--- src/rtl/fp_mul_if.sv ---
// Issue/result port between the scheduler and the FMUL.S functional unit.
// The scheduler is the master: it drives the issue fields and receives wakeup/result.
interface fp_mul_if #(
  parameter int SPEC_STATES = 4,
  parameter int ROB_W       = 6,
  parameter int PRF_W       = 7
);
  logic                   Port_Valid;
  logic [31:0]            in_op1;
  logic [31:0]            in_op2;
  logic [2:0]             in_rm;
  logic [ROB_W-1:0]       in_rob;
  logic [PRF_W-1:0]       in_rd;
  logic [SPEC_STATES-1:0] in_spectag;

  logic                   Ready;
  logic                   wake_valid;
  logic [PRF_W-1:0]       wake_rd;
  logic                   res_valid;
  logic [ROB_W-1:0]       res_rob;
  logic [PRF_W-1:0]       res_rd;
  logic [31:0]            res_value;
  logic [4:0]             res_fflags;
  logic                   res_exc;

  modport master (
    output Port_Valid, in_op1, in_op2, in_rm, in_rob, in_rd, in_spectag,
    input  Ready, wake_valid, wake_rd, res_valid, res_rob, res_rd,
           res_value, res_fflags, res_exc
  );

  modport slave (
    input  Port_Valid, in_op1, in_op2, in_rm, in_rob, in_rd, in_spectag,
    output Ready, wake_valid, wake_rd, res_valid, res_rob, res_rd,
           res_value, res_fflags, res_exc
  );
endinterface

--- src/rtl/fp_mul_fu.sv ---
// Three-stage binary32 multiplier (flush-to-zero) with early wakeup, flush and
// speculative kill. S1: decode + significand product, S2: normalise + round, S3: pack.
module fp_mul_fu #(
  parameter int SPEC_STATES = 4,
  parameter int ROB_W       = 6,
  parameter int PRF_W       = 7
) (
  input  logic                   clk,
  input  logic                   rst,
  input  logic                   Flush,
  input  logic                   Kill_Enable,
  input  logic [SPEC_STATES-1:0] Kill_VKillMask,
  input  logic [2:0]             fcsr_frm,
  fp_mul_if.slave                port
);
  localparam logic [2:0] RM_RNE = 3'd0;
  localparam logic [2:0] RM_RTZ = 3'd1;
  localparam logic [2:0] RM_RDN = 3'd2;
  localparam logic [2:0] RM_RUP = 3'd3;
  localparam logic [2:0] RM_RMM = 3'd4;
  localparam logic [2:0] RM_DYN = 3'd7;
  localparam logic [31:0] QNAN  = 32'h7FC0_0000;

  typedef struct packed {
    logic                   valid;
    logic [ROB_W-1:0]       rob;
    logic [PRF_W-1:0]       rd;
    logic [SPEC_STATES-1:0] spectag;
  } tag_t;

  typedef struct packed {
    logic        exc;
    logic        special;
    logic [31:0] spec_value;
    logic [4:0]  spec_flags;
    logic        sign;
    logic [2:0]  rm;
  } ctl_t;

  // An op survives the current edge unless flushed or hit by a matching kill.
  // Outputs are gated the same way so a dying op never shows wakeup or result.
  function automatic logic survives(input tag_t t, input logic flush, input logic kill_en,
                                    input logic [SPEC_STATES-1:0] mask);
    return t.valid && !flush && !(kill_en && ((t.spectag & mask) != '0));
  endfunction

  function automatic tag_t next_tag(input tag_t t, input logic flush, input logic kill_en,
                                    input logic [SPEC_STATES-1:0] mask);
    tag_t n;
    n       = t;
    n.valid = survives(t, flush, kill_en, mask);
    return n;
  endfunction

  tag_t              in_tag, s1_tag, s2_tag, s3_tag;
  ctl_t              in_ctl, s1_ctl, s2_ctl;
  logic signed [9:0] in_exp, s1_exp, exp_n, rnd_exp, s2_exp;
  logic [47:0]       in_prod, s1_prod;
  logic [22:0]       mant, rnd_mant, s2_mant;
  logic              norm, rbit, sticky, round_up, rnd_inexact, s2_inexact;
  logic [24:0]       rnd_sum;
  logic [31:0]       out_value, s3_value;
  logic [4:0]        out_flags, s3_flags;
  logic              s3_exc;

  logic [7:0]  e1, e2;
  logic [22:0] f1, f2;
  logic        zero1, zero2, inf1, inf2, nan1, nan2, snan1, snan2;
  logic [2:0]  eff_rm;

  assign in_tag = {port.Port_Valid, port.in_rob, port.in_rd, port.in_spectag};
  assign e1     = port.in_op1[30:23];
  assign e2     = port.in_op2[30:23];
  assign f1     = port.in_op1[22:0];
  assign f2     = port.in_op2[22:0];
  assign zero1  = (e1 == 8'h00);
  assign zero2  = (e2 == 8'h00);
  assign inf1   = (e1 == 8'hFF) && (f1 == '0);
  assign inf2   = (e2 == 8'hFF) && (f2 == '0);
  assign nan1   = (e1 == 8'hFF) && (f1 != '0);
  assign nan2   = (e2 == 8'hFF) && (f2 != '0);
  assign snan1  = nan1 && !f1[22];
  assign snan2  = nan2 && !f2[22];
  assign eff_rm = (port.in_rm == RM_DYN) ? fcsr_frm : port.in_rm;
  assign in_exp = $signed({2'b00, e1}) + $signed({2'b00, e2}) - 10'sd127;
  assign in_prod = {1'b1, f1} * {1'b1, f2};

  always_comb begin
    // NOTE: every combinational output gets a default first so no path infers a latch.
    in_ctl      = '0;
    in_ctl.exc  = (eff_rm > RM_RMM);
    in_ctl.sign = port.in_op1[31] ^ port.in_op2[31];
    in_ctl.rm   = eff_rm;
    if (nan1 || nan2) begin
      in_ctl.special    = 1'b1;
      in_ctl.spec_value = QNAN;
      in_ctl.spec_flags = {snan1 || snan2, 4'b0000};
    end else if ((inf1 && zero2) || (inf2 && zero1)) begin
      in_ctl.special    = 1'b1;
      in_ctl.spec_value = QNAN;
      in_ctl.spec_flags = 5'b10000;
    end else if (inf1 || inf2) begin
      in_ctl.special    = 1'b1;
      in_ctl.spec_value = {in_ctl.sign, 8'hFF, 23'd0};
    end else if (zero1 || zero2) begin
      in_ctl.special    = 1'b1;
      in_ctl.spec_value = {in_ctl.sign, 31'd0};
    end
  end

  // Normalise by 0/1 bit, round on round bit + sticky, fold a mantissa carry into the exponent.
  always_comb begin
    norm    = s1_prod[47];
    mant    = norm ? s1_prod[46:24] : s1_prod[45:23];
    rbit    = norm ? s1_prod[23]    : s1_prod[22];
    sticky  = norm ? (|s1_prod[22:0]) : (|s1_prod[21:0]);
    exp_n   = s1_exp + (norm ? 10'sd1 : 10'sd0);
    case (s1_ctl.rm)
      RM_RNE:  round_up = rbit && (sticky || mant[0]);
      RM_RDN:  round_up = s1_ctl.sign && (rbit || sticky);
      RM_RUP:  round_up = !s1_ctl.sign && (rbit || sticky);
      RM_RMM:  round_up = rbit;
      default: round_up = 1'b0;
    endcase
    rnd_sum     = {1'b0, 1'b1, mant} + {24'd0, round_up};
    rnd_exp     = rnd_sum[24] ? exp_n + 10'sd1 : exp_n;
    rnd_mant    = rnd_sum[24] ? rnd_sum[23:1] : rnd_sum[22:0];
    rnd_inexact = rbit || sticky;
  end

  always_comb begin
    out_value = '0;
    out_flags = '0;
    if (s2_ctl.exc) begin
      out_value = '0;
    end else if (s2_ctl.special) begin
      out_value = s2_ctl.spec_value;
      out_flags = s2_ctl.spec_flags;
    end else if (s2_exp >= 10'sd255) begin
      out_flags = 5'b00101;
      case (s2_ctl.rm)
        RM_RTZ:  out_value = {s2_ctl.sign, 8'hFE, 23'h7FFFFF};
        RM_RDN:  out_value = s2_ctl.sign ? {1'b1, 8'hFF, 23'd0} : {1'b0, 8'hFE, 23'h7FFFFF};
        RM_RUP:  out_value = s2_ctl.sign ? {1'b1, 8'hFE, 23'h7FFFFF} : {1'b0, 8'hFF, 23'd0};
        default: out_value = {s2_ctl.sign, 8'hFF, 23'd0};
      endcase
    end else if (s2_exp < 10'sd1) begin
      out_value = {s2_ctl.sign, 31'd0};
      out_flags = 5'b00011;
    end else begin
      out_value = {s2_ctl.sign, s2_exp[7:0], s2_mant};
      out_flags = {4'b0000, s2_inexact};
    end
  end

  always_ff @(posedge clk or negedge rst) begin
    if (!rst) begin
      s1_tag <= '0;
      s2_tag <= '0;
      s3_tag <= '0;
    end else begin
      s1_tag <= next_tag(in_tag, Flush, Kill_Enable, Kill_VKillMask);
      s2_tag <= next_tag(s1_tag, Flush, Kill_Enable, Kill_VKillMask);
      s3_tag <= next_tag(s2_tag, Flush, Kill_Enable, Kill_VKillMask);
    end
  end

  // NOTE: datapath registers carry no reset; the stage valids alone qualify them.
  always_ff @(posedge clk) begin
    s1_ctl     <= in_ctl;
    s1_exp     <= in_exp;
    s1_prod    <= in_prod;
    s2_ctl     <= s1_ctl;
    s2_exp     <= rnd_exp;
    s2_mant    <= rnd_mant;
    s2_inexact <= rnd_inexact;
    s3_value   <= out_value;
    s3_flags   <= out_flags;
    s3_exc     <= s2_ctl.exc;
  end

  logic wake_live, res_live;
  assign wake_live = survives(s2_tag, Flush, Kill_Enable, Kill_VKillMask);
  assign res_live  = survives(s3_tag, Flush, Kill_Enable, Kill_VKillMask);

  always_comb begin
    port.Ready      = 1'b1;
    port.wake_valid = wake_live;
    port.wake_rd    = wake_live ? s2_tag.rd : '0;
    port.res_valid  = res_live;
    port.res_rob    = res_live ? s3_tag.rob : '0;
    port.res_rd     = res_live ? s3_tag.rd  : '0;
    port.res_value  = res_live ? s3_value   : '0;
    port.res_fflags = res_live ? s3_flags   : '0;
    port.res_exc    = res_live && s3_exc;
  end
endmodule

--- src/flat_wrapper.sv ---
// flat-port wrapper written by rule: the top's interface ports become plain ports
module fp_mul_fu_flat 
#(
  parameter int SPEC_STATES = 4,
  parameter int ROB_W       = 6,
  parameter int PRF_W       = 7
)
  (clk, rst, Flush, Kill_Enable, Kill_VKillMask, fcsr_frm, port_Port_Valid, port_in_op1, port_in_op2, port_in_rm, port_in_rob, port_in_rd, port_in_spectag, port_Ready, port_wake_valid, port_wake_rd, port_res_valid, port_res_rob, port_res_rd, port_res_value, port_res_fflags, port_res_exc);
  fp_mul_if #(.SPEC_STATES(SPEC_STATES), .ROB_W(ROB_W), .PRF_W(PRF_W)) port_i ();
  input  logic clk;
  input  logic rst;
  input  logic Flush;
  input  logic Kill_Enable;
  input  logic [SPEC_STATES-1:0] Kill_VKillMask;
  input  logic [2:0] fcsr_frm;
  input wire logic [$bits(port_i.Port_Valid)-1:0] port_Port_Valid;
  input wire logic [$bits(port_i.in_op1)-1:0] port_in_op1;
  input wire logic [$bits(port_i.in_op2)-1:0] port_in_op2;
  input wire logic [$bits(port_i.in_rm)-1:0] port_in_rm;
  input wire logic [$bits(port_i.in_rob)-1:0] port_in_rob;
  input wire logic [$bits(port_i.in_rd)-1:0] port_in_rd;
  input wire logic [$bits(port_i.in_spectag)-1:0] port_in_spectag;
  output wire logic [$bits(port_i.Ready)-1:0] port_Ready;
  output wire logic [$bits(port_i.wake_valid)-1:0] port_wake_valid;
  output wire logic [$bits(port_i.wake_rd)-1:0] port_wake_rd;
  output wire logic [$bits(port_i.res_valid)-1:0] port_res_valid;
  output wire logic [$bits(port_i.res_rob)-1:0] port_res_rob;
  output wire logic [$bits(port_i.res_rd)-1:0] port_res_rd;
  output wire logic [$bits(port_i.res_value)-1:0] port_res_value;
  output wire logic [$bits(port_i.res_fflags)-1:0] port_res_fflags;
  output wire logic [$bits(port_i.res_exc)-1:0] port_res_exc;
  assign port_i.Port_Valid = port_Port_Valid;
  assign port_i.in_op1 = port_in_op1;
  assign port_i.in_op2 = port_in_op2;
  assign port_i.in_rm = port_in_rm;
  assign port_i.in_rob = port_in_rob;
  assign port_i.in_rd = port_in_rd;
  assign port_i.in_spectag = port_in_spectag;
  assign port_Ready = port_i.Ready;
  assign port_wake_valid = port_i.wake_valid;
  assign port_wake_rd = port_i.wake_rd;
  assign port_res_valid = port_i.res_valid;
  assign port_res_rob = port_i.res_rob;
  assign port_res_rd = port_i.res_rd;
  assign port_res_value = port_i.res_value;
  assign port_res_fflags = port_i.res_fflags;
  assign port_res_exc = port_i.res_exc;
  fp_mul_fu #(.SPEC_STATES(SPEC_STATES), .ROB_W(ROB_W), .PRF_W(PRF_W)) u_core (.clk(clk), .rst(rst), .Flush(Flush), .Kill_Enable(Kill_Enable), .Kill_VKillMask(Kill_VKillMask), .fcsr_frm(fcsr_frm), .port(port_i));
endmodule
--- config.mk ---
export PLATFORM = sky130hd
export DESIGN_NAME = fp_mul_fu_flat
export DESIGN_NICKNAME = d
export VERILOG_FILES = /design/src/rtl/fp_mul_if.sv /design/src/rtl/fp_mul_fu.sv /design/src/flat_wrapper.sv
export SDC_FILE = /design/constraint.sdc
export NUM_CORES = 2
export LEC_CHECK = 0
export ABC_CLOCK_PERIOD_IN_PS = 4100
export CAP_MARGIN = 10
export CORE_MARGIN = 10
export CORE_UTILIZATION = 63
export CTS_CLUSTER_SIZE = 25
export DETAILED_ROUTE_END_ITERATION = 8
export PLACE_DENSITY = 0.84
export REMOVE_ABC_BUFFERS = 1
export SLEW_MARGIN = 15
export SYNTH_ARGS = -nofsm -noshare
export SYNTH_HDL_FRONTEND = slang
export SYNTH_SLANG_ARGS = --single-unit
--- constraint.sdc ---
create_clock -name clk -period 4.1 [get_ports clk]
set_input_delay 0.82 -clock clk [delete_from_list [all_inputs] [get_ports clk]]
set_output_delay 0.82 -clock clk [all_outputs]
set_load 0.01 [all_outputs]
==> key figures <==
Yosys
  • Synth Warn #: 0
  • Dominant synthesized flop cell: dfxtp_1
  • Synth Instances: 2,890
  • Netlist cell types: 68
  • Post-synth EDFFs: 0
  • Mean Syn Cell Area: between 9 and 10 um2
  • Cell Area, Synth: ~26,000 um2
  • Async set-reset flop share out of synthesis: approximately a quarter
  • Register area share after synthesis: 16.5%
  • Seq cells post-synth: around 200

Critical path
  • FF-to-FF End: u_core.s2_exp[9]$_DFF_P_
  • Setup slack, reg-to-reg: 660 ps
  • Reg2Reg Depth: 14
  • CP Launch Type: input pin
  • Crit end category: flop
  • Required time of the critical path: about 4500 ps
  • Worst Path Arrival: slightly above 7000 ps
  • Setup CP Type: in2reg
  • Crit Reg-Reg Startpoint: u_core.s1_ctl[0]$_DFF_P_
  • Crit-path max FO: 7

Routing
  • DRC: 0
  • Wire length per cell: approximately 24 um
  • Via count: ~24,000
  • Post-DR vias/cell: 6.05
  • DR pass1 iterations: 8
  • Drt total wl: about 93 mm
  • Initial DRC count: roughly 2,400
  • Antenna viol nets, final: 0

Die
  • Die Ht: 224 um
  • DIE WIDTH: ~220 um
  • Initial core utilization: 64.1%
  • Die area: 50,400 um2
  • Core area: around 41,000 um2
  • IO Count: around 160
  • Site row count: 74

Status
  • Run status: finished with violations
  • Violated checks: setup timing

Timing
  • Peak Freq: between 100 and 150 MHz
  • Final setup margin: -2730 ps
  • Setup Skew: 13.1 ps
  • Final setup violation count: 41
  • Final min period: approximately 6800 ps
  • Slew @ Worst Pin: 856 ps
  • Worst Hold Slack: 327 ps
  • Hold Violations, Final: 0
  • RSZ-0062 raised after global routing: true
  • Max transition margin: a little over two fifths
  • Max-slew violations: 0
  • Tcrit/Tclk final: 167%

Layout
  • Final #Nets: 4,129
  • Finished Layout Cells: slightly below 4,000
  • Most common cell after layout, fill and taps aside: inv_1
  • Most frequent cells in the layout: inv_1, fa_1, nand2_1
  • Layout cells sized above 1: approximately a quarter
  • Area grow syn2layout: 30.5%
  • Post-route cell area: about 34,000 um2
  • Ant diodes: 0
  • Final core occ: ~84%

Worst hold path
  • Worst hold path startpoint: u_core.s1_ctl[38]$_SDFF_PP1_
  • Min-Delay Path Class: reg2reg
  • Worst Hold Path EP: u_core.s2_ctl[39]$_DFF_P_
  • WHS Path Cells: 0

Place
  • Placed wire-length estimate: 60.1 mm
  • Dpl cells: 3,746
  • Port Buffers: 154
  • Post-place instance area: 30,600 um2
  • Final RePlAce weighted congestion: 0.990

Clock network
  • CTS Buffer Depth: 3
  • CTS Buf Count: 17
  • Skew-Pair Late Insertion Delay: between 400 and 500 ps
  • Clock-pin slew on the worst setup and hold paths: about 70 ps
  • # H-tree levels: 1
  • CTS tree: yes
  • Root Driver: clkbuf_16
  • Clock Sinks: about 200
  • Hold buffers post-CTS: 0

GRT
  • First-pass GRT wire length: approximately 130 mm
  • Gr usage total: between 30% and 40%
  • Vias in the first global route: between 20,000 and 25,000
  • Initial antenna violation count: 2
  • Total grt overflow: 0
  • Largest net degree at the start of global routing: between 50 and 60

Flow run
  • Max_cap viols: 0
==> sequential cells by signal (all words and copies together) (netlist names) <==
register           flops
u_core.s2_mant        23
u_core.s2_exp         10
u_core.s1_ctl         10
u_core.s1_prod        48
u_core.s3_flags        4
u_core.s3_exc          1
u_core.s2_tag         18
u_core.s1_exp         10
u_core.s2_inexact      1
u_core.s1_tag         18
u_core.s2_ctl         10
u_core.s3_tag         18
u_core.s3_value       32
==> final cells by class <==
class / count / area (um2)
Multi-Input combinational cell: 1966 / 20800
Fill cell: 2071 / 6730
Timing Repair Buffer: 589 / 5850
Sequential cell: 203 / 4340
Inverter: 586 / 2230
Tap cell: 532 / 666
Clock buffer: 18 / 429
Clock inverter: 9 / 70.1
==> worst max path at each step <==
stage,from,to,depth (start not counted)
after detailed placement,port_in_op1[6],u_core.s1_prod[40]$_DFF_P_,23
after CTS,port_in_op2[8],u_core.s1_prod[40]$_DFF_P_,24
after global routing,port_in_op2[3],u_core.s1_prod[44]$_DFF_P_,26
final,port_in_op1[20],u_core.s1_prod[45]$_DFF_P_,24
after floorplan,port_in_op2[0],u_core.s1_prod[40]$_DFF_P_,21
after global placement,port_in_op1[6],u_core.s1_prod[40]$_DFF_P_,23
==> cells by family after synthesis <==
family | count (synthesis) | synth area share (%)
AO/OA/AOI/OAI | 260 | 6.29
XOR/XNOR | 95 | 3.16
adder cells (fa/ha/maj) | 670 | 45.6
buffers and inverters | 721 | 10.3
flip-flops | 203 | 16.5
multiplexers | 12 | 0.480
other | 2 | 0.0285
AND/OR/NAND/NOR | 927 | 17.7
==> through the flow <==
step,setup slack (ps),setup TNS (ps)
5_1_grt,-2790,-91380
3_3_place_gp,-3620,-125030
2_1_floorplan,-2750,-77210
4_1_cts,-2510,-77450
6_report,-2730,-88480
3_5_place_dp,-3670,-127940
==> worst max-delay path: stages <==
cell and delay (ps):
clkdlybuf4s15_2 200, buf_12 140, buf_12 140, buf_4 150, and2_1 170, fa_1 470, fa_1 550, inv_1 50
fa_1 560, fa_1 550, fa_2 660, inv_1 80, fa_1 390, ha_1 370, ha_4 290, buf_4 180
nand2_1 100, o21ai_2 210, a31oi_1 160, o21ai_1 170, nand3_1 150, a311oi_2 390, a31oi_4 60, xnor2_1 150
==> synth_stat cells (all sizes together) (3+ instances only) <==
library cell,n,area [um2]
dfrtp,54,1350
and2,318,1990
nand2b,9,56.3
inv,585,2200
mux2i,7,70.1
ha,187,2340
xor2,41,359
or3b,3,26.3
nor3b,5,37.5
a211oi,7,52.6
xnor2,54,473
buf,11,57.6
and3,6,37.5
dfxtp,149,2980
o311ai,3,26.3
o21ai,33,165
nand4,23,144
mux2,5,56.3
a21oi,99,499
a22oi,9,67.6
o21a,12,90.1
a21boi,5,37.5
a31oi,10,62.6
nand2,372,1400
fa,483,9670
or3,3,23.8
a2111oi,3,32.5
o2111ai,3,26.3
o31ai,6,45.0
a31o,3,26.3
nor3,18,101
nor2b,11,68.8
nor2,89,334
and4,4,35.0
o211ai,11,82.6
o21bai,13,97.6
clkbuf,124,465
nor4,23,144
or2,5,31.3
a21o,30,225
nand3,32,165
==> metal layers <==
metal  vias to the layer above  routed length, um  global-route usage [%]
li1                       9689                  -                       -
met1                     11369              30200                    36.6
met2                      1865              42600                    56.8
met3                       671              11300                    8.59
met4                         4               8860                    21.3
met5                         -                 91                       0
==> repair_timing <==
item	in CTS	in global routing
pin swaps	209	103
endpoints found under the setup margin	43	42
setup buffers	104	33
gates cloned	11	0
gates resized for setup	593	189
Power is left out: the tool's default activity adds up to more than one toggle a clock period on the data nets, which glitch-free logic cannot reach.
